===== src/rtl/generador_tubo.sv =====
// generador_tubo: producer side of the tube/bird collision interface.
//
// Purpose:
//   Generates the scrolling tube position for the collision checker and the
//   pixel renderer. X is the tube column and Y is the top edge of a fixed
//   96-pixel gap. The block freezes play when the checker raises its stop
//   flag, and it keeps the player score.
//
// Ports:
//   iClk         system clock
//   iReset_n     synchronous active-low reset
//   iTickFrame   one-cycle strobe, once per video frame
//   iStart       one-cycle start/restart pulse (debounced button)
//   iStop        collision flag from the checker (level)
//   oPosicionXT  tube column (10 bits)
//   oPosicionYT  gap top (9 bits)
//   oPuntaje     score, saturating at 255
//   oJugando     high while in CORRE
//   oEstado      00 ESPERA, 01 CORRE, 10 CHOQUE
//
// Build option:
//   TUBO_ACELERACION_EN  When defined, the scroll speed starts at VEL on each
//                        start. It rises by 1 every 8 points and is capped at
//                        VEL_MAX. When undefined, the speed is the constant VEL.
//
// Parameter constraint: Y_MIN + 255 <= 384, so that a random gap always fits.
//
// state  | meaning
// -------+-----------------------------------------------------------
// ESPERA | idle; tube parked at X_INICIO/Y_INICIAL, waiting for iStart
// CORRE  | playing; tube scrolls left on every frame tick, score counts
// CHOQUE | collision seen; everything frozen until iStart
module generador_tubo #(
  parameter logic [9:0] X_INICIO  = 10'd640,
  parameter logic [8:0] Y_INICIAL = 9'd200,
  parameter logic [8:0] Y_MIN     = 9'd40,
  parameter logic [3:0] VEL       = 4'd2,
  parameter logic [9:0] PASO_X    = 10'd64,
  parameter logic [3:0] VEL_MAX   = 4'd6
) (
  input  logic       iClk,
  input  logic       iReset_n,
  input  logic       iTickFrame,
  input  logic       iStart,
  input  logic       iStop,
  output logic [9:0] oPosicionXT,
  output logic [8:0] oPosicionYT,
  output logic [7:0] oPuntaje,
  output logic       oJugando,
  output logic [1:0] oEstado
);

  typedef enum logic [1:0] {
    ESPERA = 2'b00,
    CORRE  = 2'b01,
    CHOQUE = 2'b10
  } estadoT;

  estadoT      estado;
  logic [9:0]  posX;
  logic [8:0]  posY;
  logic [7:0]  puntaje;
  logic        jugando;
  logic [15:0] lfsr;

  logic [3:0]  velActual;
  logic [9:0]  velExt;
  logic        hayWrap;
  logic [9:0]  xResta;
  logic        cruzaPaso;
  logic        puntajeLleno;
  logic [7:0]  puntajeMas;
  logic [8:0]  yAleatorio;
  logic        lfsrFb;

`ifdef TUBO_ACELERACION_EN
  logic [3:0]  velocidad;
  assign velActual = velocidad;
`else
  assign velActual = VEL;
`endif

  assign velExt       = {6'd0, velActual};
  // A tube closer to the left edge than one step re-enters from the right
  // instead of being subtracted, so X never underflows.
  assign hayWrap      = posX < velExt;
  assign xResta       = posX - velExt;
  // Points are scored on the downward crossing of PASO_X. The caller only
  // uses this on the non-wrap path, so a wrap never scores.
  assign cruzaPaso    = (posX >= PASO_X) && (xResta < PASO_X);
  assign puntajeLleno = (puntaje == 8'hFF);
  assign puntajeMas   = puntaje + 8'd1;
  // Y_MIN + 255 stays within the 9-bit range, so this zero-extended add
  // cannot overflow.
  assign yAleatorio   = Y_MIN + {1'b0, lfsr[7:0]};
  // Right-shifting Fibonacci LFSR, taps 16,14,13,11 (bits 0,2,3,5 here).
  assign lfsrFb       = lfsr[0] ^ lfsr[2] ^ lfsr[3] ^ lfsr[5];

  always_ff @(posedge iClk) begin
    if (!iReset_n) begin
      estado    <= ESPERA;
      posX      <= X_INICIO;
      posY      <= Y_INICIAL;
      puntaje   <= 8'd0;
      jugando   <= 1'b0;
      lfsr      <= 16'hACE1;
`ifdef TUBO_ACELERACION_EN
      velocidad <= VEL;
`endif
    end else begin
      // The LFSR keeps running in every state. The gap height therefore
      // depends on how long the player waited before pressing start.
      lfsr <= {lfsrFb, lfsr[15:1]};

      case (estado)
        ESPERA: begin
          posX <= X_INICIO;
          posY <= Y_INICIAL;
          if (iStart) begin
            estado    <= CORRE;
            jugando   <= 1'b1;
            puntaje   <= 8'd0;
`ifdef TUBO_ACELERACION_EN
            velocidad <= VEL;
`endif
          end
        end

        CORRE: begin
          // A collision takes priority over the frame tick and over iStart.
          if (iStop) begin
            estado  <= CHOQUE;
            jugando <= 1'b0;
          end else if (iTickFrame) begin
            if (hayWrap) begin
              posX <= X_INICIO;
              posY <= yAleatorio;
            end else begin
              posX <= xResta;
              if (cruzaPaso && !puntajeLleno) begin
                puntaje <= puntajeMas;
`ifdef TUBO_ACELERACION_EN
                if ((puntajeMas[2:0] == 3'b000) && (velocidad < VEL_MAX))
                  velocidad <= velocidad + 4'd1;
`endif
              end
            end
          end
        end

        CHOQUE: begin
          // The score is left untouched so it stays on screen until the next start.
          if (iStart) begin
            estado <= ESPERA;
            posX   <= X_INICIO;
            posY   <= Y_INICIAL;
          end
        end

        default: begin
          estado  <= ESPERA;
          jugando <= 1'b0;
          posX    <= X_INICIO;
          posY    <= Y_INICIAL;
        end
      endcase
    end
  end

  assign oPosicionXT = posX;
  assign oPosicionYT = posY;
  assign oPuntaje    = puntaje;
  assign oJugando    = jugando;
  assign oEstado     = estado;

endmodule


===== config.mk =====
export PLATFORM = sky130hd
export DESIGN_NAME = generador_tubo
export DESIGN_NICKNAME = d
export VERILOG_FILES = /design/src/rtl/generador_tubo.sv
export SDC_FILE = /design/constraint.sdc
export NUM_CORES = 1
export LEC_CHECK = 0
export BUFFER_PORTS_ARGS = -buffer_cell sky130_fd_sc_hd__buf_2
export CAP_MARGIN = 0
export CORE_UTILIZATION = 57
export CTS_BUF_LIST = sky130_fd_sc_hd__clkbuf_16
export DETAILED_ROUTE_END_ITERATION = 8
export GPL_ROUTABILITY_DRIVEN = 0
export PLACE_DENSITY = 0.81
export SETUP_SLACK_MARGIN = 0.4
export SLEW_MARGIN = 20
export SYNTH_ARGS = -nofsm -noshare
export SYNTH_HDL_FRONTEND = slang
export SYNTH_SLANG_ARGS = --single-unit

===== constraint.sdc =====
create_clock -name iClk -period 3.86 [get_ports iClk]
set_input_delay 0.579 -clock iClk [delete_from_list [all_inputs] [get_ports iClk]]
set_output_delay 0.579 -clock iClk [all_outputs]
set_load 0.02 [all_outputs]

# Yosys cells after proc, flatten, opt, wreduce, memory -nomap -nowiden
# Cells that the tools add are included.
# W data, S select, Z words.
word_totals:
  register_bits: 46
  input_bits: 5
op_classes:
  add_sub_neg: 3
  n_lt_le_gt_ge: 3
  n_eq_ne: 11
  n_mux: 23
  bitwise: 4
  reduce_logical: 10
ops:
  columns: ["op", "count"]
  rows:
  - ["$mux W10", 4]
  - ["$mux W8", 5]
  - ["$mux W9", 4]
  - ["$pmux W10 S2", 1]
  - ["$pmux W9 S2", 1]
  - ["$ne A2 B2 Y1 const B", 8]
  - ["$pmux W8 S2", 1]
  - ["$ge A10 B7 Y1 const B", 1]
  - ["$lt A10 B2 Y1 const B", 1]
  - ["$lt A10 B7 Y1 const B", 1]
  - ["$sub A10 B2 Y10 const B", 1]
  - ["$add A6 B8 Y9 const A", 1]
  - ["$reduce_and A3 Y1", 3]
  - ["$add A8 B1 Y8 const B", 1]
  - ["$eq A8 B8 Y1 const B", 1]
  - ["$mux W2", 3]
  - ["$pmux W2 S3", 1]
  - ["$reduce_and A6 Y1", 1]
  - ["$reduce_and A4 Y1", 1]
  - ["$pmux W1 S3", 1]
  - ["$xor A1 B1 Y1", 3]
  - ["$eq A2 B1 Y1 const B", 1]
  - ["$eq A2 B2 Y1 const B", 1]
  - ["$logic_and A1 B1 Y1", 2]
  - ["5 further kinds", 6]

# Logic depth before layout (Yosys ltp)
# Gate-level depths: netlist (run 1).
depth:
  word_depth: 9
  depth_mapped: 9

# Worst setup path before layout (run 1)
# Ideal clock, no wire load.
synth_path:
  path_kind: "flip-flop to flip-flop"
  from: "reg puntaje[0] (netlist: oPuntaje[0])"
  to: "reg puntaje[7] (netlist: oPuntaje[7])"
  setup_ps: 73
  t_arrival_ps: 2187
  required_time_ps: 3787
  slack_ps: 1600
  stages_incl_launch_ff: 8
  path_buffers: 0
  cell_sequence: "dfxtp_1 -> ha_1 -> and3_1 -> a2111oi_0 -> o2111ai_1 -> o21a_2 -> or4_1 -> a21oi_1"
synth_via:
  elab_chain_len: 6
  word_cells_on_any_way: 11
  cone_classes: "add/sub (1); eq/ne (2); mux (5); reduce/logical (3)"
synth_rtl:
  columns: ["item", "line", "source"]
  rows:
  - ["start, declared", "62", "logic [7:0] puntaje;"]
  - ["start signal, assigned", "141", "puntaje <= puntajeMas;"]
  - ["$add A8 B1 Y8", "92", "assign puntajeMas = puntaje + 8'd1;"]
  - ["$mux W8", "140", "if (cruzaPaso && !puntajeLleno) begin"]
  - ["$mux W8", "135", "if (hayWrap) begin"]
  - ["$mux W8", "134", "end else if (iTickFrame) begin"]
  - ["$mux W8", "131", "if (iStop) begin"]
  - ["$pmux W8 S2", "115", "case (estado)"]
# Several ways; a longest one is shown, not always the timed one. The select of a mux whose other input is x is not followed.
# A chain may end at the register's enable or synchronous reset.

# Worst setup path after layout (run 1)
# Ends and elaborated chain as after synthesis.

==> results.rst, run 1 <==
.. list-table::
   :header-rows: 1

   * - Metric
     - Value
   * - Crit Path Class
     - flip-flop to flip-flop
   * - All-Layer GR Usage
     - 25.51%
   * - Vias after detailed routing
     - 1,674
   * - Number of placed instances with taps included
     - 289
   * - Final net count
     - 260
   * - Post-Synthesis Net Count
     - 229
   * - WL final
     - 4114 µm
   * - Worst path buffer plus inverter count
     - 0
   * - Crit. path cell count
     - 7
   * - Cell count after synthesis
     - 221
   * - Post-synth cell types
     - 45
   * - Number of flops mapped to enable cells by yosys
     - 0
   * - Highest cell delay on the worst timing path
     - 0.50 ns
   * - CP max stage cell
     - sky130_fd_sc_hd__or4_1
   * - Final core utilization
     - 73.17%
   * - CTS HTree Levels
     - 2
   * - Wire length of the first global-routing pass
     - 6844 µm
   * - HPWL reported at the end of detailed placement
     - 2707 µm
   * - Number of cells upsized or downsized after cts
     - 0
   * - Pin count of the biggest net entering global routing
     - 38
   * - Die outline area
     - 3676 µm²
   * - Internal reg-to-reg setup slack
     - 1.35 ns
   * - Total leakage power
     - 0.9333 nW
   * - Pwr Density
     - 508.7 nW/µm²
   * - First drt pass iteration count
     - 4
   * - Clock tree from TritonCTS
     - yes
   * - Clock latency of the later-clocked register in the worst-skew pair
     - 0.29 ns
   * - Required time worst endpoint
     - 4.07 ns
   * - RSZ-0062 raised after global routing
     - no
   * - Proportion of layout cells with a drive suffix above 1
     - 18.18%
   * - Count of buffers added by post-CTS timing repair for setup
     - 0
   * - TritonCTS Sinks
     - 45
   * - Max-slew headroom at the worst pin
     - 40.70%
   * - Drt first-iter violations
     - 141
   * - Area of the placeable core
     - 3153 µm²
   * - Sequential cell area fraction in the yosys report
     - 45.98%
   * - Post-synthesis average cell area
     - 8.866 µm²
   * - Proportion of register bits with asynchronous set or reset after synthesis
     - 0%
   * - Area growth from synthesis to layout
     - 17.75%
   * - Worst clock skew on the final layout
     - 0.006462 ns
   * - Count of warnings emitted by yosys
     - 0
   * - Area share of the largest cell type after synthesis
     - 45.98%
   * - Arr. time, crit path
     - 2.72 ns
   * - Setup-failing EPs final
     - 0
   * - IR drop worst, VDD
     - 0.2903 mV
   * - Remaining routing DRC violations
     - 0
   * - Tcrit/Tclk final
     - 65.00%
   * - Leading cell types by total area after synthesis
     - sky130_fd_sc_hd__dfxtp_1 (46%), sky130_fd_sc_hd__nand2b_1 (3.8%), sky130_fd_sc_hd__a21oi_1 (3.3%)
   * - Nature of the critical path endpoint
     - flip-flop
   * - Destination of the critical timing path
     - oPuntaje[7]
   * - Post-route ant nets
     - 0
   * - Cts bufs inserted
     - 5
   * - I/O pin total
     - 35
   * - Maximum Capacitance Violations
     - 0
   * - DR WL/cell
     - 13.85 µm
   * - Largest area contributor in the netlist
     - sky130_fd_sc_hd__dfxtp_1
   * - Sequence of cells on the critical path
     - ha_1, and3_1, a2111oi_0, o2111ai_1, o21a_2, or4_1, a21oi_1
   * - Vias per cell
     - 5.636
   * - Top fanout value on the critical path
     - 14
   * - Kind of cell with the highest combined delay on the critical path
     - compound AO/OA/AOI/OAI gates
   * - Result of the run
     - completed
   * - Total count of max-transition violations in the final report
     - 0
   * - Cell area after layout
     - 2307 µm²
   * - Cell Area, Synth
     - 1959 µm²
   * - Seq cells post-synth
     - 45
   * - Floorplan die height
     - 60.63 µm
   * - HP Class
     - flip-flop to flip-flop
   * - Setup WS pre-CTS
     - 1.361 ns
   * - Hold Buf Count CTS
     - 0
   * - Pin slew with the least headroom to its limit
     - 0.8877 ns
   * - Fmax
     - 398.6 MHz
   * - Register clock-pin slew on the reported worst setup and hold paths
     - 0.07 ns
   * - Final worst-path setup slack
     - 1.351 ns
   * - Origin of the critical flop-to-flop path
     - oPuntaje[0]
   * - Dominant synthesized flop cell
     - sky130_fd_sc_hd__dfxtp_1
   * - Number of global-route vias before repair
     - 1,526
   * - Die width
     - 60.63 µm
   * - Effective utilization at floorplan
     - 62.14%
   * - Crit path time final
     - 2.509 ns
   * - Kind of start point of the critical path
     - flip-flop
   * - Leftover overflow at the end of global routing
     - 0
   * - Launching instance or port of the critical path
     - oPuntaje[0]
   * - Worst-case clock buffer depth
     - 2
   * - Antenna diode count
     - 0
   * - Reg-to-reg critical path endpoint
     - oPuntaje[7]
   * - Placed inst area
     - 2135 µm²
   * - Port Buf Inserts
     - 33
   * - Path depth of the worst reg2reg path
     - 7
   * - Clock Tree Root
     - sky130_fd_sc_hd__clkbuf_16
   * - Number of antenna violations at the first check in global routing
     - 0
   * - Number of rows created at floorplan
     - 20
   * - Post-Layout Cell Count
     - 297
   * - Setup_tns
     - 0 ns
   * - Hold violation total from the final report
     - 0
-- layer usage --
metal  vias to the layer above  track usage (%)  share of wire, %
met5                         -                0                 0
met4                         0            12.99               2.3
met3                         9            7.249               4.7
met2                        49            40.66                47
met1                       775            31.60                46
li1                        841                -                 -
-- sequential cells by signal, indices dropped and copies added (netlist names) --
| signal | cells |
|---|---|
| oJugando | 1 |
| oEstado | 2 |
| oPuntaje | 8 |
| oPosicionXT | 9 |
| oPosicionYT | 9 |
| lfsr | 16 |
-- cell families (layout without fill, tap and decap cells) --
logic type | count (synthesis) | in the layout | synth area share (%)
other | 1 | 1 | 0.1914
adders and majority gates | 3 | 3 | 1.916
xor gates and xnor gates | 10 | 10 | 4.470
DFF | 45 | 45 | 45.98
AOI/OAI and AO/OA | 51 | 51 | 16.54
and+or+nand+nor | 97 | 97 | 27.65
buffers and inverters | 14 | 46 | 3.257
-- worst min-delay path by stage --
stage	depth (start not counted)	endpoint	slack [ns]	start
after floorplan	1	lfsr[10]	0.39	lfsr[11]
after detailed placement	1	lfsr[10]	0.40	lfsr[11]
after CTS	1	lfsr[7]	0.42	lfsr[8]
final	1	lfsr[10]	0.41	lfsr[11]
after global routing	1	lfsr[7]	0.44	lfsr[8]
after global placement	1	lfsr[11]	0.39	lfsr[12]
-- where the power goes --
part / internal, W / switching, W / leakage [nW]
Clock: 0.000310 / 0.000189 / 0.0848
Combinational: 0.0000611 / 0.000101 / 0.479
Sequential: 0.000489 / 0.0000235 / 0.369
-- through the flow --
stage / hold slack, ns / total power, W
after floorplan: 0.3863 / 0.0006427
after global placement: 0.3889 / 0.0006780
after detailed placement: 0.4011 / 0.0006813
after CTS: 0.4185 / 0.001178
after global routing: 0.4352 / 0.001219
final: 0.4116 / 0.001174
-- placed cells by master (no fill, tap or decap), types with 4 or more instances in the layout --
cell type	synthesis	routed
sky130_fd_sc_hd__dfxtp_1	45	45
sky130_fd_sc_hd__buf_2	0	33
sky130_fd_sc_hd__nand2_1	17	17
sky130_fd_sc_hd__a21oi_1	13	13
sky130_fd_sc_hd__nand3_1	13	13
sky130_fd_sc_hd__nor2_1	12	12
sky130_fd_sc_hd__nand2b_1	12	12
sky130_fd_sc_hd__o21ai_0	12	12
sky130_fd_sc_hd__and2_1	9	9
sky130_fd_sc_hd__nor2b_1	7	7
sky130_fd_sc_hd__a21boi_0	7	7
sky130_fd_sc_hd__nor3_1	6	6
sky130_fd_sc_hd__xor2_1	6	6
sky130_fd_sc_hd__inv_1	5	5
sky130_fd_sc_hd__o31ai_1	5	5
sky130_fd_sc_hd__clkbuf_16	0	5
sky130_fd_sc_hd__xnor2_1	4	4
-- worst register-to-register path: stages, from the launching register on --
cell,delay [ns]
sky130_fd_sc_hd__dfxtp_1,0.34
sky130_fd_sc_hd__ha_1,0.27
sky130_fd_sc_hd__and3_1,0.21
sky130_fd_sc_hd__a2111oi_0,0.41
sky130_fd_sc_hd__o2111ai_1,0.22
sky130_fd_sc_hd__o21a_2,0.32
sky130_fd_sc_hd__or4_1,0.50
sky130_fd_sc_hd__a21oi_1,0.16
-- final cells by class --
class                   instances  area (µm²)
clock buffers                   5       125.1
clock inverters                 3       47.55
fillers                       254       845.8
inverters                       5       18.77
multi-input cells             162       994.7
flip-flops and latches         45       900.9
well taps                      44       55.05
repair buffers                 33       165.2
-- synthesized netlist by cell type, drive strengths merged (2+ instances only) --
library cell   n
buf            2
nor2b          7
and3           2
nand3         13
o21ai         12
xnor2          4
nand2         17
and2           9
o211ai         3
a21oi         13
or4            3
dfxtp         45
xor2           6
o21a           2
o31ai          5
or3            4
ha             3
nand4b         3
a22oi          2
clkbuf         7
nor4           2
nand2b        12
a21boi         7
nor3           7
nor2          12
inv            5
Note: power is estimated with default switching activity, not from simulation.
==> run 2, diff against run 1 <==
Settings changed: CORE_UTILIZATION 57 to 54, PLACE_DENSITY 0.81 to 0.78.
Clock period 3.86 ns to 2.58 ns, I/O delays scaled along.
==> results.rst, run 2 (same netlist as run 1, synthesis figures left out) <==
.. list-table::
   :header-rows: 1

   * - Metric
     - Value
   * - Floorplan die height
     - 62.24 µm
   * - Clock latency of the later-clocked register in the worst-skew pair
     - 0.29 ns
   * - Top reg by flops
     - lfsr
   * - Result of the run
     - completed
   * - Drt first-iter violations
     - 185
   * - Port Buf Inserts
     - 33
   * - Pin count of the biggest net entering global routing
     - 20
   * - Min-Delay Endpoint
     - lfsr[10]
   * - Maximum Capacitance Violations
     - 0
   * - Max-slew headroom at the worst pin
     - 40.75%
   * - Post-route ant nets
     - 0
   * - Arr. time, crit path
     - 2.36 ns
   * - TritonCTS Sinks
     - 45
   * - Setup-failing EPs final
     - 0
   * - Die outline area
     - 3873 µm²
   * - I/O pin total
     - 35
   * - WL final
     - 4343 µm
   * - Origin of the critical flop-to-flop path
     - oPosicionXT[3]
   * - RSZ-0062 raised after global routing
     - yes
   * - DR WL/cell
     - 14.01 µm
   * - Number of flip-flops under the largest register name
     - 16
   * - Final net count
     - 271
   * - Crit path time final
     - 2.153 ns
   * - Pwr Density
     - 699.0 nW/µm²
   * - Effective utilization at floorplan
     - 57.36%
   * - Highest cell delay on the worst timing path
     - 0.48 ns
   * - Leading cell types in the layout, fill and taps excluded
     - sky130_fd_sc_hd__dfxtp_1 (40), sky130_fd_sc_hd__buf_2 (33), sky130_fd_sc_hd__nand2_1 (17)
   * - Final core utilization
     - 73.59%
   * - Fmax
     - 464.4 MHz
   * - Hold-critical path depth
     - 1
   * - Total count of max-transition violations in the final report
     - 0
   * - Die width
     - 62.24 µm
   * - Most common cell after layout, fill and taps aside
     - sky130_fd_sc_hd__dfxtp_1
   * - Area growth from synthesis to layout
     - 28.29%
   * - Number of global-route vias before repair
     - 1,668
   * - Number of rows created at floorplan
     - 21
   * - Required time worst endpoint
     - 2.79 ns
   * - Path depth of the worst reg2reg path
     - 6
   * - Worst clock skew on the final layout
     - 0.004213 ns
   * - Pin slew with the least headroom to its limit
     - 0.8795 ns
   * - Clock Tree Root
     - sky130_fd_sc_hd__clkbuf_16
   * - Crit Path Class
     - flip-flop to flip-flop
   * - Total leakage power
     - 0.9893 nW
   * - All-Layer GR Usage
     - 23.91%
   * - Setup_tns
     - 0 ns
   * - Sequence of cells on the critical path
     - or3_4, nor4_2, a211oi_2, o21a_2, or4_1, a21oi_1
   * - Cts bufs inserted
     - 5
   * - Internal reg-to-reg setup slack
     - 0.43 ns
   * - Antenna diode count
     - 0
   * - Area of the placeable core
     - 3416 µm²
   * - Tcrit/Tclk final
     - 83.45%
   * - Clock tree from TritonCTS
     - yes
   * - Kind of cell with the highest combined delay on the critical path
     - simple AND/OR/NAND/NOR gates
   * - Number of antenna violations at the first check in global routing
     - 0
   * - Worst-case clock buffer depth
     - 2
   * - Wire length of the first global-routing pass
     - 7279 µm
   * - Min-delay src
     - lfsr[11]
   * - Leftover overflow at the end of global routing
     - 0
   * - Nature of the critical path endpoint
     - flip-flop
   * - Vias after detailed routing
     - 1,735
   * - Top fanout value on the critical path
     - 6
   * - HPWL reported at the end of detailed placement
     - 2640 µm
   * - Proportion of layout cells with a drive suffix above 1
     - 28.41%
   * - Worst path buffer plus inverter count
     - 0
   * - HP Class
     - flip-flop to flip-flop
   * - CTS HTree Levels
     - 2
   * - Remaining routing DRC violations
     - 0
   * - Hold violation total from the final report
     - 0
   * - First drt pass iteration count
     - 4
   * - Reg-to-reg critical path endpoint
     - oPuntaje[7]
   * - Kind of start point of the critical path
     - flip-flop
   * - Register clock-pin slew on the reported worst setup and hold paths
     - 0.06 ns
   * - IR drop worst, VDD
     - 0.5643 mV
   * - CP max stage cell
     - sky130_fd_sc_hd__or4_1
   * - Vias per cell
     - 5.597
[run 2: layer usage]
metal  up-vias  GRT usage, %  share of wire [%]
li1        871             -                  -
met1       805         29.30                 43
met2        54         38.87                 49
met3         5         6.066                5.8
met4         0         11.92                1.6
met5         -             0                  0
[run 2: per-stage QoR]
| stage | instances | hold WS, ns | setup slack [ns] | instance area (µm²) | power (W) |
|---|---|---|---|---|---|
| after floorplan | 221 | 0.3863 | 0.4057 | 1969 | 0.0009626 |
| after global placement | 295 | 0.3886 | 0.3720 | 2177 | 0.001025 |
| after detailed placement | 295 | 0.3968 | 0.3314 | 2177 | 0.001028 |
| after CTS | 306 | 0.4110 | 0.4020 | 2400 | 0.001744 |
| after global routing | 310 | 0.4210 | 0.3316 | 2514 | 0.001834 |
| final | 310 | 0.4079 | 0.4269 | 2514 | 0.001757 |
[run 2: final cells by class]
cell class	count	area, µm²
Clock buffer	5	125.1
Sequential cell	45	914.6
Timing Repair Buffer	43	240.2
Clock inverter	3	37.54
Fill cell	262	902.1
Inverter	5	18.77
Tap cell	46	57.56
Multi-Input combinational cell	163	1120
[run 2: what timing repair did]
| item | in CTS | in global routing |
|---|---|---|
| hold endpoints to repair | 0 | 0 |
| gates cloned | 1 | 0 |
| hold buffers | 0 | 0 |
| pin swaps | 3 | 7 |
| resized for setup | 9 | 18 |
| setup endpoints to repair | 5 | 9 |
| buffers inserted | 2 | 4 |
[run 2: worst reg2reg max path, stage by stage, from the launching register on]
cell	delay [ns]
sky130_fd_sc_hd__dfxtp_1	0.36
sky130_fd_sc_hd__or3_4	0.45
sky130_fd_sc_hd__nor4_2	0.30
sky130_fd_sc_hd__a211oi_2	0.09
sky130_fd_sc_hd__o21a_2	0.26
sky130_fd_sc_hd__or4_1	0.48
sky130_fd_sc_hd__a21oi_1	0.13
[run 2: worst max path at each step]
stage | depth (start not counted) | slack (ns) | to | startpoint
final | 6 | 0.43 | oPuntaje[7] | oPosicionXT[3]
after global routing | 6 | 0.33 | oPuntaje[5] | oPosicionXT[3]
after global placement | 7 | 0.37 | oPuntaje[7] | oPuntaje[0]
after CTS | 6 | 0.40 | oPuntaje[5] | oPosicionXT[3]
after floorplan | 8 | 0.41 | oPuntaje[7] | oPosicionXT[1]
after detailed placement | 7 | 0.33 | oPuntaje[5] | oPuntaje[0]
[run 2: where the power goes]
| part | internal (W) | switching (W) | leakage (nW) |
|---|---|---|---|
| registers | 0.000732 | 0.0000370 | 0.372 |
| clock network | 0.000450 | 0.000251 | 0.0826 |
| logic | 0.000117 | 0.000170 | 0.534 |
| total | 0.00130 | 0.000458 | 0.989 |
==> run 3, diff against run 2 <==
Settings changed: CORE_UTILIZATION 54 to 49, PLACE_DENSITY 0.78 to 0.74.
Clock period 2.58 ns to 1.9 ns, I/O delays scaled along.
==> results.rst, run 3 (same netlist as run 1, synthesis figures left out) <==
.. list-table::
   :header-rows: 1

   * - Metric
     - Value
   * - Result of the run
     - finished with violations
   * - Violated checks
     - setup timing
   * - Sequence of cells on the critical path
     - or3_4, o21ai_0, o2111ai_2, o21a_2, or4_4, a21oi_2
   * - CP max stage cell
     - sky130_fd_sc_hd__or4_4
   * - All-Layer GR Usage
     - 27.91%
   * - Required time worst endpoint
     - 2.12 ns
   * - Fmax
     - 450.9 MHz
   * - Min-delay src
     - iReset_n
   * - Setup-failing EPs final
     - 8
   * - Worst-case clock buffer depth
     - 2
   * - WL final
     - 6132 µm
   * - Clock Tree Root
     - sky130_fd_sc_hd__clkbuf_16
   * - Crit path time final
     - 2.218 ns
   * - Arr. time, crit path
     - 2.44 ns
   * - Die outline area
     - 4256 µm²
   * - Proportion of layout cells with a drive suffix above 1
     - 54.43%
   * - Total area of multi-input combinational cells
     - 1383 µm²
   * - Launching instance or port of the critical path
     - oPosicionXT[3]
   * - Vias after detailed routing
     - 2,007
   * - Switch share
     - 30.77%
   * - Total leakage power
     - 1.263 nW
   * - Clk network pwr share
     - 33.7%
   * - DR WL/cell
     - 17.37 µm
   * - TritonCTS Sinks
     - 45
   * - Worst path buffer plus inverter count
     - 0
   * - I/O pin total
     - 35
   * - Final core utilization
     - 83.72%
   * - Number of placed instances with taps included
     - 334
   * - Sequential cell area
     - 927.1 µm²
   * - Maximum Capacitance Violations
     - 0
   * - Vias per cell
     - 5.686
   * - Top fanout value on the critical path
     - 8
   * - Pin count of the biggest net entering global routing
     - 16
   * - Internal
     - 0.001781 W
   * - Leftover overflow at the end of global routing
     - 0
   * - Worst clock skew on the final layout
     - 0.007050 ns
   * - Hold Buf Count CTS
     - 0
   * - First drt pass iteration count
     - 4
   * - Clock latency of the later-clocked register in the worst-skew pair
     - 0.29 ns
   * - Leading cell types in the layout, fill and taps excluded
     - sky130_fd_sc_hd__buf_4 (39), sky130_fd_sc_hd__dfxtp_1 (36), sky130_fd_sc_hd__buf_2 (33)
   * - Fraction of power consumed by sequential logic
     - 39.9%
   * - Pwr Density
     - 821.0 nW/µm²
   * - Most common cell after layout, fill and taps aside
     - sky130_fd_sc_hd__buf_4
   * - Setup_tns
     - -1.998 ns
   * - Antenna diode count
     - 0
   * - Final worst-path setup slack
     - -0.3176 ns
   * - Remaining routing DRC violations
     - 0
   * - Proportion of power drawn by combinational gates
     - 26.4%
   * - Nature of the critical path endpoint
     - flip-flop
   * - Number of antenna violations at the first check in global routing
     - 0
   * - Hold violation total from the final report
     - 0
   * - Highest cell delay on the worst timing path
     - 0.50 ns
   * - Final net count
     - 312
   * - Floorplan die height
     - 65.24 µm
   * - Effective utilization at floorplan
     - 52.34%
   * - Cts bufs inserted
     - 5
   * - HPWL reported at the end of detailed placement
     - 3294 µm
   * - Post-Layout Cell Count
     - 353
   * - Die width
     - 65.24 µm
   * - Area growth from synthesis to layout
     - 59.96%
   * - Number of flip-flops under the largest register name
     - 16
   * - Number of global-route vias before repair
     - 1,851
   * - Internal reg-to-reg setup slack
     - -0.32 ns
   * - Clock tree from TritonCTS
     - yes
   * - IR drop worst, VDD
     - 0.5844 mV
   * - Port Buf Inserts
     - 33
   * - Top reg by flops
     - lfsr
   * - Origin of the critical flop-to-flop path
     - oPosicionXT[3]
   * - Wire length of the first global-routing pass
     - 8970 µm
   * - Psw
     - 0.0007919 W
   * - Total count of max-transition violations in the final report
     - 0
   * - Crit Path Class
     - flip-flop to flip-flop
   * - Post-route ant nets
     - 0
   * - Tcrit/Tclk final
     - 116.7%
   * - Register clock-pin slew on the reported worst setup and hold paths
     - 0.07 ns
   * - Worst slack on hold paths
     - 0.2611 ns
   * - RSZ-0062 raised after global routing
     - yes
   * - CTS HTree Levels
     - 2
   * - Total of fill cells in the finished design
     - 204
   * - Drt first-iter violations
     - 132
   * - Kind of cell with the highest combined delay on the critical path
     - simple AND/OR/NAND/NOR gates
   * - Kind of start point of the critical path
     - flip-flop
   * - Number of rows created at floorplan
     - 22
   * - Area of the placeable core
     - 3744 µm²
   * - HP Class
     - input port to flip-flop
-- run 3: power groups by stage --
stage               registers, W  logic [W]  clock network (W)
floorplan                0.00109   0.000240                  0
global placement         0.00104   0.000456                  0
detailed placement       0.00104   0.000460                  0
CTS                      0.00102   0.000579           0.000857
global route             0.00103   0.000721           0.000908
finish                   0.00103   0.000681           0.000866
-- run 3: layer usage --
| metal | track usage (%) | routed length [µm] | part of all wire, % | up-vias |
|---|---|---|---|---|
| met5 | 0 | 0 | 0 | - |
| met4 | 12.77 | 137 | 2.2 | 0 |
| met3 | 5.382 | 278 | 4.5 | 12 |
| met2 | 47.16 | 3108 | 51 | 60 |
| met1 | 33.98 | 2607 | 43 | 986 |
| li1 | - | - | - | 949 |
-- run 3: worst paths after layout --
check,end,cells past startpoint
hold / removal,lfsr[7],2
setup / recovery,oPuntaje[6],6
setup reg to reg,oPuntaje[6],6
hold reg to reg,lfsr[11],1
-- run 3: what timing repair did --
item / 4_1_cts / 5_1_grt
pin swaps: 29 / 8
setup buffers: 5 / 5
endpoints found under the setup margin: 25 / 26
gates cloned: 1 / 0
resized for setup: 56 / 39
-- run 3: final cells by class --
cell class	count	area share (%)
sequential	45	29.58
timing repair buffer	85	19.28
inverter	5	0.5988
clock inverter	3	0.5190
clock buffer	5	3.992
tap	48	1.916
multi-input combinational	162	44.11
-- run 3: stage by stage --
stage | worst slack, ns | instance area [µm²] | power (W)
global route | -0.3916 | 3134 | 0.002660
CTS | -0.1991 | 2934 | 0.002458
detailed placement | -0.1966 | 2546 | 0.001502
finish | -0.3176 | 3134 | 0.002573
global placement | -0.1268 | 2546 | 0.001496
floorplan | -0.1168 | 2063 | 0.001327
